## src/rtl/transmit_sequencer_if.sv

```systemverilog
// Host/pulser-side bundle for transmit_sequencer: configuration, control requests and
// the registered status/pulse outputs.
//
// Handshake semantics:
//   load_delays, start_transmit, abort and next_aline are level requests.
//   They are sampled on every rising edge, but only in the states that accept them.
//   ready is high exactly while a start_transmit would be accepted.
//   transmit_complete is held until next_aline is seen.
//   Configuration buses are sampled only in the LOAD cycle.
interface transmit_sequencer_if #(
  parameter int NUM_CH    = 8,
  parameter int PULSE_LEN = 32,
  parameter int DELAY_W   = 16,
  parameter int BURST_W   = 4
);
  logic [NUM_CH-1:0]         used_channels;
  logic [PULSE_LEN-1:0]      pulse_shape;
  logic [NUM_CH*DELAY_W-1:0] delays;
  logic [BURST_W-1:0]        burst_count;
  logic                      load_delays;
  logic                      start_transmit;
  logic                      abort;
  logic                      next_aline;
  logic                      ready;
  logic                      transmit_in_progress;
  logic                      transmit_complete;
  logic                      aborted;
  logic                      switch;
  logic [NUM_CH-1:0]         ultrasound_pulses;
  logic [NUM_CH-1:0]         pulse_sent;

  modport master (
    output used_channels, pulse_shape, delays, burst_count,
           load_delays, start_transmit, abort, next_aline,
    input  ready, transmit_in_progress, transmit_complete, aborted,
           switch, ultrasound_pulses, pulse_sent
  );

  modport slave (
    input  used_channels, pulse_shape, delays, burst_count,
           load_delays, start_transmit, abort, next_aline,
    output ready, transmit_in_progress, transmit_complete, aborted,
           switch, ultrasound_pulses, pulse_sent
  );
endinterface

```

## src/rtl/transmit_sequencer.sv

```systemverilog
// Multi-channel ultrasound transmit sequencer.
// Latches per-channel delays and fires delayed, shaped pulses in bursts separated by guard gaps.
module transmit_sequencer #(
  parameter int NUM_CH       = 8,
  parameter int PULSE_LEN    = 32,
  parameter int DELAY_W      = 16,
  parameter int BURST_W      = 4,
  parameter int GUARD_CYCLES = 4
) (
  input  logic                clk,
  input  logic                rst,
  transmit_sequencer_if.slave bus,
  output logic [2:0]          dbg_state_o
);

  typedef enum logic [2:0] {
    S_IDLE     = 3'd0,
    S_LOAD     = 3'd1,
    S_ARMED    = 3'd2,
    S_OPEN     = 3'd3,
    S_TRANSMIT = 3'd4,
    S_GUARD    = 3'd5,
    S_CLOSE    = 3'd6,
    S_DONE     = 3'd7
  } state_t;

  // Two spare bits let the shot index pass max delay + PULSE_LEN before saturating.
  localparam int T_W   = DELAY_W + 2;
  localparam int IDX_W = (PULSE_LEN > 1) ? $clog2(PULSE_LEN) : 1;
  localparam int GC_W  = $clog2(GUARD_CYCLES + 1);
  localparam logic [T_W-1:0]     PL         = T_W'(PULSE_LEN);
  localparam logic [GC_W-1:0]    GUARD_LAST = GC_W'(GUARD_CYCLES - 1);
  localparam logic [BURST_W-1:0] ONE_SHOT   = BURST_W'(1);

  state_t                    state_q;
  logic [NUM_CH-1:0]         mask_q;
  logic [PULSE_LEN-1:0]      shape_q;
  logic [NUM_CH*DELAY_W-1:0] delays_q;
  logic [BURST_W-1:0]        shots_q;
  logic [T_W-1:0]            t_q;
  logic [GC_W-1:0]           guard_q;

  logic              ready_q, tip_q, complete_q, aborted_q, switch_q;
  logic [NUM_CH-1:0] pulses_q, sent_q;

  logic [T_W-1:0]    t_d;
  logic [NUM_CH-1:0] pulses_d, sent_d;

  // Outputs are registered, so the next TRANSMIT index is computed one cycle ahead.
  assign t_d = (state_q == S_TRANSMIT) ? ((&t_q) ? t_q : t_q + T_W'(1)) : '0;

  for (genvar i = 0; i < NUM_CH; i++) begin : g_ch
    logic [T_W-1:0] dly;
    logic [T_W-1:0] diff;
    assign dly         = T_W'(delays_q[i*DELAY_W +: DELAY_W]);
    assign diff        = t_d - dly;
    assign pulses_d[i] = mask_q[i] && (t_d >= dly) && (diff < PL) && shape_q[diff[IDX_W-1:0]];
    assign sent_d[i]   = !mask_q[i] || (t_d >= dly + PL);
  end

  always_ff @(posedge clk or posedge rst) begin
    if (rst) begin
      state_q    <= S_IDLE;
      mask_q     <= '0;
      shape_q    <= '0;
      delays_q   <= '0;
      shots_q    <= '0;
      t_q        <= '0;
      guard_q    <= '0;
      ready_q    <= 1'b0;
      tip_q      <= 1'b0;
      complete_q <= 1'b0;
      aborted_q  <= 1'b0;
      switch_q   <= 1'b0;
      pulses_q   <= '0;
      sent_q     <= '0;
    end else begin
      case (state_q)
        S_IDLE: begin
          if (bus.load_delays) state_q <= S_LOAD;
        end
        S_LOAD: begin
          mask_q   <= bus.used_channels;
          shape_q  <= bus.pulse_shape;
          delays_q <= bus.delays;
          shots_q  <= (bus.burst_count == '0) ? ONE_SHOT : bus.burst_count;
          ready_q  <= 1'b1;
          state_q  <= S_ARMED;
        end
        S_ARMED: begin
          if (bus.abort) begin
            ready_q    <= 1'b0;
            complete_q <= 1'b1;
            aborted_q  <= 1'b1;
            state_q    <= S_DONE;
          end else if (bus.load_delays) begin
            ready_q <= 1'b0;
            state_q <= S_LOAD;
          end else if (bus.start_transmit) begin
            ready_q  <= 1'b0;
            switch_q <= 1'b1;
            tip_q    <= 1'b1;
            pulses_q <= '0;
            sent_q   <= '0;
            t_q      <= '0;
            state_q  <= S_OPEN;
          end
        end
        S_OPEN, S_TRANSMIT, S_GUARD: begin
          if (bus.abort) begin
            // pulse_sent is left as-is so the host can see how far the shot got.
            switch_q   <= 1'b0;
            tip_q      <= 1'b0;
            pulses_q   <= '0;
            complete_q <= 1'b1;
            aborted_q  <= 1'b1;
            state_q    <= S_DONE;
          end else if (state_q == S_TRANSMIT && (&sent_q)) begin
            pulses_q <= '0;
            if (shots_q > ONE_SHOT) begin
              shots_q <= shots_q - ONE_SHOT;
              sent_q  <= '0;
              guard_q <= '0;
              state_q <= S_GUARD;
            end else begin
              switch_q <= 1'b0;
              tip_q    <= 1'b0;
              state_q  <= S_CLOSE;
            end
          end else if (state_q == S_GUARD && guard_q != GUARD_LAST) begin
            guard_q <= guard_q + GC_W'(1);
          end else begin
            t_q      <= t_d;
            pulses_q <= pulses_d;
            sent_q   <= sent_d;
            state_q  <= S_TRANSMIT;
          end
        end
        S_CLOSE: begin
          complete_q <= 1'b1;
          state_q    <= S_DONE;
        end
        S_DONE: begin
          if (bus.next_aline) begin
            complete_q <= 1'b0;
            aborted_q  <= 1'b0;
            sent_q     <= '0;
            state_q    <= S_IDLE;
          end
        end
        default: state_q <= S_IDLE;
      endcase
    end
  end

  assign bus.ready                = ready_q;
  assign bus.transmit_in_progress = tip_q;
  assign bus.transmit_complete    = complete_q;
  assign bus.aborted              = aborted_q;
  assign bus.switch               = switch_q;
  assign bus.ultrasound_pulses    = pulses_q;
  assign bus.pulse_sent           = sent_q;
  assign dbg_state_o              = state_q;

endmodule

```

## src/flat_wrapper.sv

```systemverilog
// flat-port wrapper written by rule: the top's interface ports become plain ports
module transmit_sequencer_flat 
#(
  parameter int NUM_CH       = 8,
  parameter int PULSE_LEN    = 32,
  parameter int DELAY_W      = 16,
  parameter int BURST_W      = 4,
  parameter int GUARD_CYCLES = 4
)
  (clk, rst, dbg_state_o, bus_used_channels, bus_pulse_shape, bus_delays, bus_burst_count, bus_load_delays, bus_start_transmit, bus_abort, bus_next_aline, bus_ready, bus_transmit_in_progress, bus_transmit_complete, bus_aborted, bus_switch, bus_ultrasound_pulses, bus_pulse_sent);
  transmit_sequencer_if #(.NUM_CH(NUM_CH), .PULSE_LEN(PULSE_LEN), .DELAY_W(DELAY_W), .BURST_W(BURST_W)) bus_i ();
  input  logic clk;
  input  logic rst;
  output logic [2:0] dbg_state_o;
  input wire logic [$bits(bus_i.used_channels)-1:0] bus_used_channels;
  input wire logic [$bits(bus_i.pulse_shape)-1:0] bus_pulse_shape;
  input wire logic [$bits(bus_i.delays)-1:0] bus_delays;
  input wire logic [$bits(bus_i.burst_count)-1:0] bus_burst_count;
  input wire logic [$bits(bus_i.load_delays)-1:0] bus_load_delays;
  input wire logic [$bits(bus_i.start_transmit)-1:0] bus_start_transmit;
  input wire logic [$bits(bus_i.abort)-1:0] bus_abort;
  input wire logic [$bits(bus_i.next_aline)-1:0] bus_next_aline;
  output wire logic [$bits(bus_i.ready)-1:0] bus_ready;
  output wire logic [$bits(bus_i.transmit_in_progress)-1:0] bus_transmit_in_progress;
  output wire logic [$bits(bus_i.transmit_complete)-1:0] bus_transmit_complete;
  output wire logic [$bits(bus_i.aborted)-1:0] bus_aborted;
  output wire logic [$bits(bus_i.switch)-1:0] bus_switch;
  output wire logic [$bits(bus_i.ultrasound_pulses)-1:0] bus_ultrasound_pulses;
  output wire logic [$bits(bus_i.pulse_sent)-1:0] bus_pulse_sent;
  assign bus_i.used_channels = bus_used_channels;
  assign bus_i.pulse_shape = bus_pulse_shape;
  assign bus_i.delays = bus_delays;
  assign bus_i.burst_count = bus_burst_count;
  assign bus_i.load_delays = bus_load_delays;
  assign bus_i.start_transmit = bus_start_transmit;
  assign bus_i.abort = bus_abort;
  assign bus_i.next_aline = bus_next_aline;
  assign bus_ready = bus_i.ready;
  assign bus_transmit_in_progress = bus_i.transmit_in_progress;
  assign bus_transmit_complete = bus_i.transmit_complete;
  assign bus_aborted = bus_i.aborted;
  assign bus_switch = bus_i.switch;
  assign bus_ultrasound_pulses = bus_i.ultrasound_pulses;
  assign bus_pulse_sent = bus_i.pulse_sent;
  transmit_sequencer #(.NUM_CH(NUM_CH), .PULSE_LEN(PULSE_LEN), .DELAY_W(DELAY_W), .BURST_W(BURST_W), .GUARD_CYCLES(GUARD_CYCLES)) u_core (.clk(clk), .rst(rst), .bus(bus_i), .dbg_state_o(dbg_state_o));
endmodule
```

## config.mk

```make
export PLATFORM = sky130hd
export DESIGN_NAME = transmit_sequencer_flat
export DESIGN_NICKNAME = d
export VERILOG_FILES = /design/src/rtl/transmit_sequencer_if.sv /design/src/rtl/transmit_sequencer.sv /design/src/flat_wrapper.sv
export SDC_FILE = /design/constraint.sdc
export NUM_CORES = 1
export LEC_CHECK = 0
export CORE_UTILIZATION = 31
export DETAILED_ROUTE_END_ITERATION = 8
export HOLD_SLACK_MARGIN = 0.06
export PLACE_DENSITY_LB_ADDON = 0.05
export SLEW_MARGIN = 20
export SYNTH_ARGS = -nofsm -noshare
export SYNTH_HDL_FRONTEND = slang
export SYNTH_SLANG_ARGS = --single-unit
```

## constraint.sdc

```tcl
create_clock -name clk -period 13.2 [get_ports clk]
set_clock_uncertainty 0.05 [all_clocks]
set_input_delay 2.64 -clock clk [delete_from_list [all_inputs] [get_ports clk]]
set_output_delay 2.64 -clock clk [all_outputs]
set_load 0.02 [all_outputs]
```

# --- Word-level counts from Yosys, hierarchy flattened ---
# Cells that the tools add are included.
totals:
  register_bits: 216
  output_inout_bits: 24
  in_bits: 178
  word_cells: 228
op_classes:
  muxes: 71
  eq_ne: 26
  reduce_logical: 65
  bitwise: 1
  n_lt_le_gt_ge: 33
  add_sub_neg: 19
op_table:
  columns: ["cell", "n"]
  rows:
  - ["18-bit by 16-bit >= comparator with 1-bit output", 8]
  - ["18-bit >= comparator", 8]
  - ["18-bit by 6-bit less-than comparator with 1-bit output, second input constant", 8]
  - ["18-bit 2-to-1 mux", 8]
  - ["18-bit by 16-bit subtractor with 18-bit output", 8]
  - ["16-bit by 6-bit adder with 17-bit output, second input constant", 8]
  - ["8-bit 2-to-1 mux", 11]
  - ["5-bit by 6-bit less-than comparator with 1-bit output, second input constant", 8]
  - ["1-bit binary-select mux with 5-bit select", 8]
  - ["18-bit one-hot mux with 2 select lines", 1]
  - ["3-bit 2-to-1 mux", 11]
  - ["1-bit logical AND", 26]
  - ["8-bit one-hot mux with 3 select lines", 1]
  - ["1-bit 2-to-1 mux", 19]
  - ["18-bit by 1-bit adder with 18-bit output, second input constant", 1]
  - ["2-bit != test, second input constant", 9]
  - ["3-bit one-hot mux with 6 select lines", 1]
  - ["18-bit AND reduction", 1]
  - ["4-bit 2-to-1 mux", 4]
  - ["8-bit one-hot mux with 2 select lines", 1]
  - ["8-bit AND reduction", 2]
  - ["3-bit equality test, second input constant", 4]
  - ["4-bit AND reduction", 3]
  - ["2-bit nonzero test", 5]
  - ["27 further kinds", 51]

# --- Logic depth before layout (Yosys ltp) ---
# Gate-level depths: netlist of the first run.
depth:
  ltp_word: 11
  ltp_mapped: 21
  depth_no_buf: 19

# --- Worst setup path after synthesis of the first run ---
# OpenSTA, ideal clock, no wires.
synth_timing:
  kind: "reg2reg"
  startpoint: "register u_core.t_q[0]"
  endpoint: "register u_core.pulses_q[2] (netlist: u_core.bus.ultrasound_pulses[2])"
  path_slack_ns: 8.398
  path_buffers: 1
  stages_incl_launch_ff: 20
  t_arrival_ns: 4.660
  required_ns: 13.058
  setup_time_ns: 0.092
  synth_period_minus_slack_ns: 4.802
  path_cell_list: "dfrtp_1 -> ha_1 -> and4_4 -> and2_1 -> and3_1 -> clkbuf_1 -> nor2_1 -> and3_1 -> and3_1 -> xnor2_1 -> nor2_1 -> ha_1 -> a21oi_1 -> o21ai_0 -> mux2i_1 -> or4_1 -> a311o_1 -> nor4_2 -> o2111ai_1 -> o31ai_2"
synth_between:
  elab_chain_len: 11
  word_cells_on_any_way: 16
  classes_between: "2 x add/sub; 2 x order compare; 8 x mux; 4 x reduce/logical"
synth_lines:
  columns: ["element", "line", "text"]
  rows:
  - ["start, declared", "transmit_sequencer.sv:40", "logic [T_W-1:0] t_q;"]
  - ["start signal, assigned", "transmit_sequencer.sv:133", "t_q <= t_d;"]
  - ["18-bit by 1-bit adder with 18-bit output / 18-bit AND reduction (equally long branches)", "transmit_sequencer.sv:50", "assign t_d = (state_q == S_TRANSMIT) ? ((&t_q) ? t_q : t_q + T_W'(1)) : '0;"]
  - ["18-bit 2-to-1 mux * (2 in a row)", "transmit_sequencer.sv:50", null]
  - ["18-bit by 16-bit subtractor with 18-bit output / 18-bit by 16-bit >= comparator with 1-bit output (equally long branches)", "transmit_sequencer.sv:56, transmit_sequencer.sv:57", null]
  - ["18-bit by 6-bit less-than comparator with 1-bit output, or another cell as far along", "transmit_sequencer.sv:57", "assign pulses_d[i] = mask_q[i] && (t_d >= dly) && (diff < PL) && shape_q[diff[IDX_W-1:0]];"]
  - ["1-bit logical AND / 1-bit 2-to-1 mux (equally long branches)", "transmit_sequencer.sv:57", null]
  - ["1-bit logical AND *", "transmit_sequencer.sv:57", null]
  - ["8-bit 2-to-1 mux *", "transmit_sequencer.sv:130", "end else if (state_q == S_GUARD && guard_q != GUARD_LAST) begin"]
  - ["8-bit 2-to-1 mux *", "transmit_sequencer.sv:118", "end else if (state_q == S_TRANSMIT && (&sent_q)) begin"]
  - ["8-bit 2-to-1 mux *", "transmit_sequencer.sv:110", "if (bus.abort) begin"]
  - ["8-bit one-hot mux with 2 select lines *", "transmit_sequencer.sv:78", "case (state_q)"]
  - ["end signal, assigned", "transmit_sequencer.sv:134", "pulses_q <= pulses_d;"]
  - ["end, declared", "transmit_sequencer.sv:44", "logic [NUM_CH-1:0] pulses_q, sent_q;"]
# Mark *: on every way between the ends. The rest lies on a longest branch, timed or not. The select of a mux whose other input is x is not followed.
# A chain may end at the register's enable or synchronous reset.

# --- Worst setup path in the final report of the first run ---
layout_timing:
  startpoint: "input bus_abort"
  endpoint: "register u_core.pulses_q[2] (netlist: u_core.bus.ultrasound_pulses[2])"
layout_between:
  elab_chain_len: 2
  word_cells_on_any_way: 5
  classes_between: "2 x eq/ne; 2 x mux; 1 x reduce/logical"
layout_lines:
  columns: ["element", "line", "text"]
  rows:
  - ["start, declared", "flat_wrapper.sv:21", "input wire logic [$bits(bus_i.abort)-1:0] bus_abort;"]
  - ["4-bit by 3-bit != test with 1-bit output (no line), or another cell as far along", null, null]
  - ["5-bit AND reduction (no line) / 8-bit one-hot mux with 2 select lines (equally long branches)", null, null]
# Parallel ways exist; a longest one is shown, timed or not.

==> impl_summary.log, run 1 <==
INFO  metric synthesis.area = 0.0211 mm²
INFO  metric drc_errors = 0
INFO  metric grt_pass1_vias = 19400
INFO  metric rrSetupSlack = 8040 ps
INFO  metric report.final.setup_viol = 0
INFO  metric critPathLaunchType = input pin
INFO  metric place.detailed.hpwl = 55900 µm
INFO  metric initial_core_util = 31.3%
INFO  metric syn-mean-instance-area = 8.81 µm²
INFO  metric floorplan.die_area = 0.0690 mm²
INFO  metric cts.sink_count = 216
INFO  metric reg2reg_depth = 18
INFO  metric timing_hold_violations_final = 0
INFO  metric critPathMaxFanout = 17
INFO  metric worst_hold_path_cells = 2
INFO  metric antenna_found_initial = 3
INFO  metric path_class = in -> reg
INFO  metric dominantRegCellSynth = sky130_fd_sc_hd__dfrtp_1
INFO  metric cts_hold_repair.buffers = 0
INFO  metric synth.yosys.warnings = 0
INFO  metric synth_edf_count = 0
INFO  metric cts-buffers-inserted = 29
INFO  metric post-route-period-util = 39.2%
INFO  metric clock_tree.buffer_depth = 3
INFO  metric overflow = 0
INFO  metric global_routing_usage_summed_across_all_routing_layers = 21.8%
INFO  metric floorplan.die.height = 263 µm
INFO  metric top_layer = met4
INFO  metric post_cts_buffers = 0
INFO  metric route.detailed.vias_per_inst = 5.48
INFO  metric cts_root_buffer = sky130_fd_sc_hd__clkbuf_16
INFO  metric die_w = 263 µm
INFO  metric min_path_type = reg -> reg
INFO  metric setup.worst_path.end_class = flip-flop
INFO  metric io_buffers = 201
INFO  metric insertion_delay = 590 ps
INFO  metric worstPathRequired = 13640 ps
INFO  metric top_level_ports = 202
INFO  metric num_vias = 19000
INFO  metric place.gp.congestion = 0.874
INFO  metric dr_wl_met3 = 3040 µm
INFO  metric crit_arrival = 5610 ps
INFO  metric grt_setup_unrepaired = no
INFO  metric clkTransAtPathRegs = 60 ps
INFO  metric leakagePower = 10.8 nW
INFO  metric worstHoldEndpoint = u_core.guard_q[2]
INFO  metric top_cell_type_by_total_area_after_synthesis = sky130_fd_sc_hd__dfrtp_1
INFO  metric status = finished, final reports clean
INFO  metric worst_hold_slack = 442 ps
INFO  metric timing.final.crit_period = 5170 ps
INFO  metric post_dp_cell_area = 0.0241 mm²
INFO  metric worst_ir_drop_vdd = 0.0842 mV
INFO  metric growth_of_design_area_from_synthesis_to_finish = 19.2%
INFO  metric cellPowerDensity = 233 mW/mm²
INFO  metric mostFrequentLayoutCells = sky130_fd_sc_hd__ha_1 (237), sky130_fd_sc_hd__o21ai_0 (229), sky130_fd_sc_hd__nand2_1 (220)
INFO  metric synth-seq-cells = 216
INFO  metric num-nets-final = 3000
INFO  metric postLayoutCellArea = 0.0251 mm²
INFO  metric drt-pass1-iter-count = 5
INFO  metric synthesis.nets = 2816
INFO  metric drt-initial-drc-count = 1211
INFO  metric worst_slew_margin_rel = 29.2%
INFO  metric slew_violations = 0
INFO  metric mostFrequentLayoutCell = sky130_fd_sc_hd__ha_1
INFO  metric placeableCoreArea = 0.0673 mm²
INFO  metric leading_cell_types_by_total_area_after_synthesis = sky130_fd_sc_hd__dfrtp_1 (26%), sky130_fd_sc_hd__ha_1 (14%), sky130_fd_sc_hd__mux4_2 (7.5%)
INFO  metric yosys.cell_types.count = 88
INFO  metric drv_cap = 0
INFO  metric synth_async_sr_flop_share = 100%
INFO  metric tritoncts_clock_tree = yes
INFO  metric report.power.total = 5.85 mW
INFO  metric seq_area_frac_synth = 25.6%
INFO  metric critical_path.reg2reg.startpoint = u_core.t_q[0]
INFO  metric synth_top_area_share = 25.6%
INFO  metric route.detailed.wl_per_inst = 21.7 µm
INFO  metric grt_first_pass_wirelength = 117000 µm
INFO  metric final_layout_size_suffix_gt1_share = 9.62%
INFO  metric cts.htree.levels = 1
INFO  metric pin_count_of_the_biggest_net_entering_global_routing = 108
INFO  metric worst_pin_slew = 1060 ps
INFO  metric filler_cell_count_in_the_final_layout = 6877
INFO  metric r2r-end = u_core.bus.ultrasound_pulses[3]
INFO  metric min-delay-start = u_core.guard_q[2]
INFO  metric diodes_inserted = 0
INFO  metric number_of_resized_instances_in_the_post_cts_repair_step = 0
INFO  metric drtAntennaViolNets = 0
INFO  metric synthesis.instances = 2393
INFO  metric met1Wirelength = 36600 µm
INFO  metric fin_setup_tns = 0 ps
INFO  metric met2_wirelength = 34000 µm
INFO  metric wirelength = 75500 µm
INFO  metric floorplan.rows = 95
INFO  metric fmax = 193 MHz
## layout make-up
class / count / area, µm² / share of cell area, %
clock buffers: 38 / 840 / 3.34
clock inverters: 15 / 173 / 0.687
inverters: 191 / 724 / 2.88
multi-input cells: 1909 / 14700 / 58.4
flip-flops and latches: 216 / 5410 / 21.5
well taps: 873 / 1090 / 4.35
repair buffers: 230 / 2230 / 8.87
## registers in the layout (all words and copies together), names as in the netlist, 3 cells and up
register and flops:
u_core.delays_q 128, u_core.shape_q 32, u_core.t_q 18, u_core.bus.pulse_sent 8, u_core.bus.ultrasound_pulses 8, u_core.mask_q 8, u_core.shots_q 4, u_core.dbg_state_o 3
u_core.guard_q 3
## cells in the mapped netlist (7+ instances only)
master,n
sky130_fd_sc_hd__a211o_1,8
sky130_fd_sc_hd__a211oi_1,30
sky130_fd_sc_hd__a21o_1,37
sky130_fd_sc_hd__a21oi_1,121
sky130_fd_sc_hd__a221o_1,8
sky130_fd_sc_hd__a31oi_1,25
sky130_fd_sc_hd__and2_1,10
sky130_fd_sc_hd__and3_1,22
sky130_fd_sc_hd__buf_2,8
sky130_fd_sc_hd__clkbuf_1,62
sky130_fd_sc_hd__dfrtp_1,216
sky130_fd_sc_hd__fa_1,8
sky130_fd_sc_hd__ha_1,237
sky130_fd_sc_hd__inv_1,189
sky130_fd_sc_hd__mux2_2,66
sky130_fd_sc_hd__mux2i_1,42
sky130_fd_sc_hd__mux4_2,70
sky130_fd_sc_hd__nand2_1,220
sky130_fd_sc_hd__nand2b_1,33
sky130_fd_sc_hd__nand3_1,90
sky130_fd_sc_hd__nand3b_1,11
sky130_fd_sc_hd__nand4_1,36
sky130_fd_sc_hd__nor2_1,145
sky130_fd_sc_hd__nor2b_1,21
sky130_fd_sc_hd__nor3_1,47
sky130_fd_sc_hd__nor4_1,16
sky130_fd_sc_hd__o2111ai_1,15
sky130_fd_sc_hd__o211ai_1,18
sky130_fd_sc_hd__o21a_1,28
sky130_fd_sc_hd__o21ai_0,229
sky130_fd_sc_hd__o21bai_1,18
sky130_fd_sc_hd__o221ai_1,10
sky130_fd_sc_hd__o22ai_1,8
sky130_fd_sc_hd__o31ai_1,11
sky130_fd_sc_hd__or3_1,7
sky130_fd_sc_hd__or4_1,9
sky130_fd_sc_hd__xnor2_1,111
sky130_fd_sc_hd__xor2_1,36
## worst max-delay path by stage
stage,slack (ps),startpoint,endpoint
6_report,8030,bus_abort,u_core.bus.ultrasound_pulses[2]
5_1_grt,7640,u_core.t_q[0],u_core.bus.ultrasound_pulses[4]
4_1_cts,8030,u_core.t_q[0],u_core.bus.ultrasound_pulses[3]
3_5_place_dp,7440,bus_abort,u_core.bus.ultrasound_pulses[2]
3_3_place_gp,7490,bus_abort,u_core.bus.ultrasound_pulses[2]
2_1_floorplan,4600,rst,u_core.bus.aborted
## report_power, final
group | internal (mW) | total, mW | switching, mW
logic | 1.71 | 3.65 | 1.93
clock network | 0.504 | 0.836 | 0.332
registers | 0.954 | 1.37 | 0.419
total | 3.17 | 5.85 | 2.68
## stage by stage
step | setup WS [ps] | std cells | util [%]
2_1_floorplan | 4600 | 2393 | -
3_3_place_gp | 7490 | 3419 | 35.8
3_5_place_dp | 7440 | 3419 | 35.8
4_1_cts | 8030 | 3472 | 37.3
5_1_grt | 7640 | 3472 | 37.3
6_report | 8030 | 3472 | 37.3
## critical path, stage by stage
cell,delay (ps)
sky130_fd_sc_hd__clkdlybuf4s50_1,690
sky130_fd_sc_hd__nor3_4,320
sky130_fd_sc_hd__nand2_2,410
sky130_fd_sc_hd__or4_1,650
sky130_fd_sc_hd__a311o_1,340
sky130_fd_sc_hd__nor4_2,210
sky130_fd_sc_hd__o2111ai_1,150
sky130_fd_sc_hd__o31ai_2,190
## metal layers
| metal | vias to the layer above | GRT usage [%] |
|---|---|---|
| met5 | - | 0 |
| met4 | 0 | 5.45 |
| met3 | 86 | 2.33 |
| met2 | 466 | 34.9 |
| met1 | 9307 | 31.2 |
| li1 | 9178 | - |
## kinds of logic (layout without fill, tap and decap cells)
family,Yosys count,after routing,synth area share [%]
AO/OA/AOI/OAI,636,636,19.1
XOR/XNOR,147,147,6.11
adder cells (fa/ha/maj),245,245,14.8
buffers and inverters,268,474,4.94
flip-flops,216,216,25.6
multiplexers,178,178,13.0
AND/OR/NAND/NOR,703,703,16.4
No activity file was read; power rests on OpenSTA's default activity.
==> run 2, diff against run 1 <==
clock period = 4.58 ns   (was 13.2 ns; I/O delays follow)
==> run 2 against run 1 <==
- critical path depth increased by 12
- combinational power grew to 3.2 times the previous value
- flip-flop and latch count unchanged
- die area stayed put
- design area up 6.8%
- first-iteration DRC count increased by 5.7%
- critical path type is now reg -> reg
- power rose to 3.1 times the previous value
- hold slack got worse by 6.2 ps
- clock-buffer cell count increased by 2
==> impl_summary.log, run 2 (same netlist as run 1, synthesis figures left out) <==
INFO  metric status = finished, final reports clean
INFO  metric insertion_delay = 600 ps
INFO  metric overflow = 0
INFO  metric path_class = reg -> reg
INFO  metric top_level_ports = 202
INFO  metric tritoncts_clock_tree = yes
INFO  metric worst_ir_drop_vdd = 0.335 mV
INFO  metric cts_root_buffer = sky130_fd_sc_hd__clkbuf_16
INFO  metric floorplan.die_area = 0.0690 mm²
INFO  metric cell_count_after_placement = 3542
INFO  metric most_flops_register = u_core.delays_q
INFO  metric mostFrequentLayoutCells = sky130_fd_sc_hd__ha_1 (224), sky130_fd_sc_hd__nand2_1 (219), sky130_fd_sc_hd__o21ai_0 (219)
INFO  metric timing.final.crit_period = 4410 ps
INFO  metric cts.sink_count = 216
INFO  metric grt_pass1_vias = 19800
INFO  metric reg2reg_depth = 20
INFO  metric post_place_worst_slack = -158 ps
INFO  metric route.detailed.wl_per_inst = 21.7 µm
INFO  metric pin_count_of_the_biggest_net_entering_global_routing = 130
INFO  metric floorplan.die.height = 263 µm
INFO  metric io_buffers = 201
INFO  metric report.final.setup_viol = 0
INFO  metric report.power.total = 18.0 mW
INFO  metric clkTransAtPathRegs = 60 ps
INFO  metric initial_core_util = 31.3%
INFO  metric final_core_utilization = 39.9%
INFO  metric slew_violations = 0
INFO  metric antenna_found_initial = 3
INFO  metric drt-initial-drc-count = 1280
INFO  metric grt_first_pass_wirelength = 120000 µm
INFO  metric post-route-period-util = 96.3%
INFO  metric fin_setup_tns = 0 ps
INFO  metric top_layer = met4
INFO  metric timing_hold_violations_final = 0
INFO  metric drtAntennaViolNets = 0
INFO  metric drv_cap = 0
INFO  metric place.detailed.hpwl = 60400 µm
INFO  metric stdcell_count = 3614
INFO  metric placeableCoreArea = 0.0673 mm²
INFO  metric setup.worst_path.end_class = flip-flop
INFO  metric worst_pin_slew = 957 ps
INFO  metric clock_tree.buffer_depth = 3
INFO  metric global_routing_usage_summed_across_all_routing_layers = 22.3%
INFO  metric cts-buffers-inserted = 31
INFO  metric route.detailed.vias_per_inst = 5.41
INFO  metric biggestRegsByFlops = u_core.delays_q (128), u_core.shape_q (32), u_core.t_q (18)
INFO  metric dr_wl_met3 = 3840 µm
INFO  metric worstPathRequired = 5060 ps
INFO  metric wirelength = 78300 µm
INFO  metric final_critical_path_setup_slack = 167 ps
INFO  metric met2_wirelength = 35200 µm
INFO  metric num_vias = 19600
INFO  metric met1Wirelength = 37100 µm
INFO  metric critPathLaunchType = flip-flop
INFO  metric min_path_type = reg -> reg
INFO  metric largest_reg_flops = 128
INFO  metric worst_slew_margin_rel = 35.9%
INFO  metric drc_errors = 0
INFO  metric worst_hold_path_cells = 2
INFO  metric floorplan.rows = 95
INFO  metric place.gp.congestion = 0.892
INFO  metric cellPowerDensity = 672 mW/mm²
INFO  metric filler_cell_count_in_the_final_layout = 6780
INFO  metric drt-pass1-iter-count = 8
INFO  metric leakagePower = 11.6 nW
INFO  metric critPathMaxFanout = 7
INFO  metric die_w = 263 µm
INFO  metric crit_arrival = 4890 ps
INFO  metric fmax = 227 MHz
INFO  metric cts_hold_repair.buffers = 0
INFO  metric growth_of_design_area_from_synthesis_to_finish = 27.3%
INFO  metric final_layout_size_suffix_gt1_share = 16.6%
INFO  metric num-nets-final = 3138
INFO  metric cts.htree.levels = 1
INFO  metric mostFrequentLayoutCell = sky130_fd_sc_hd__ha_1
-- run 2: changes by cell type in the layout (fill, tap and decap cells not counted), sizes merged --
cell,before,now
buf,29,165
clkbuf,38,40
clkinv,6,5
bufinv,3,4
diode,0,2
clkinvlp,6,8
-- run 2: what timing repair did --
item,4_1_cts,5_1_grt
gates resized for setup,18,81
setup buffers,0,13
endpoints found under the setup margin,8,10
pin swaps,0,33
-- run 2: worst paths after layout --
path | to | from | slack (ps)
max in group asynchronous | u_core.t_q[7] | rst | 2770
hold reg to reg | u_core.guard_q[2] | u_core.guard_q[2] | 440
setup reg to reg | u_core.bus.ultrasound_pulses[3] | u_core.t_q[1] | 170
min in group asynchronous | u_core.delays_q[94] | rst | 830
setup / recovery | u_core.bus.ultrasound_pulses[3] | u_core.t_q[1] | 170
hold / removal | u_core.guard_q[2] | u_core.guard_q[2] | 440
-- run 2: power breakdown --
group          total [mW]  leakage, nW  internal, mW  switching, mW
logic                11.6         8.44          5.57           5.98
clock network        2.59        0.517          1.57           1.01
registers            3.90         2.66          2.75           1.15
-- run 2: worst max-delay path: stages, from the launching register on --
cell	delay (ps)
sky130_fd_sc_hd__dfrtp_1	380
sky130_fd_sc_hd__ha_2	180
sky130_fd_sc_hd__and4_4	190
sky130_fd_sc_hd__and2_4	160
sky130_fd_sc_hd__and3_4	180
sky130_fd_sc_hd__buf_4	150
sky130_fd_sc_hd__xnor2_2	150
sky130_fd_sc_hd__nand2_2	110
sky130_fd_sc_hd__buf_6	150
sky130_fd_sc_hd__ha_4	160
sky130_fd_sc_hd__inv_2	50
sky130_fd_sc_hd__fa_2	450
sky130_fd_sc_hd__buf_8	170
sky130_fd_sc_hd__mux4_2	320
sky130_fd_sc_hd__mux2i_1	90
sky130_fd_sc_hd__mux2i_1	260
sky130_fd_sc_hd__o211ai_1	170
sky130_fd_sc_hd__nor4_1	320
sky130_fd_sc_hd__o311ai_1	160
sky130_fd_sc_hd__nor4_2	300
sky130_fd_sc_hd__a32o_1	190
-- run 2: layout make-up --
class / instances / area [µm²] / area share (%)
clock inverters: 17 / 210 / 0.784
flip-flops and latches: 216 / 5410 / 20.1
repair buffers: 366 / 3460 / 12.9
multi-input cells: 1909 / 15100 / 56.1
clock buffers: 40 / 880 / 3.28
inverters: 191 / 721 / 2.69
well taps: 873 / 1090 / 4.07
diodes: 2 / 5.00 / 0.0187
-- run 2: metrics by stage --
stage | instance area, µm² | hold slack (ps)
global route | 26800 | 483
floorplan | 21100 | 400
detailed placement | 25200 | 426
global placement | 25200 | 415
finish | 26800 | 436
CTS | 26400 | 440
-- run 2: per-layer routing --
metal,track usage (%),vias to the layer above
met4,5.52,0
li1,-,9467
met3,3.00,111
met5,0,-
met2,36.0,514
met1,31.3,9471
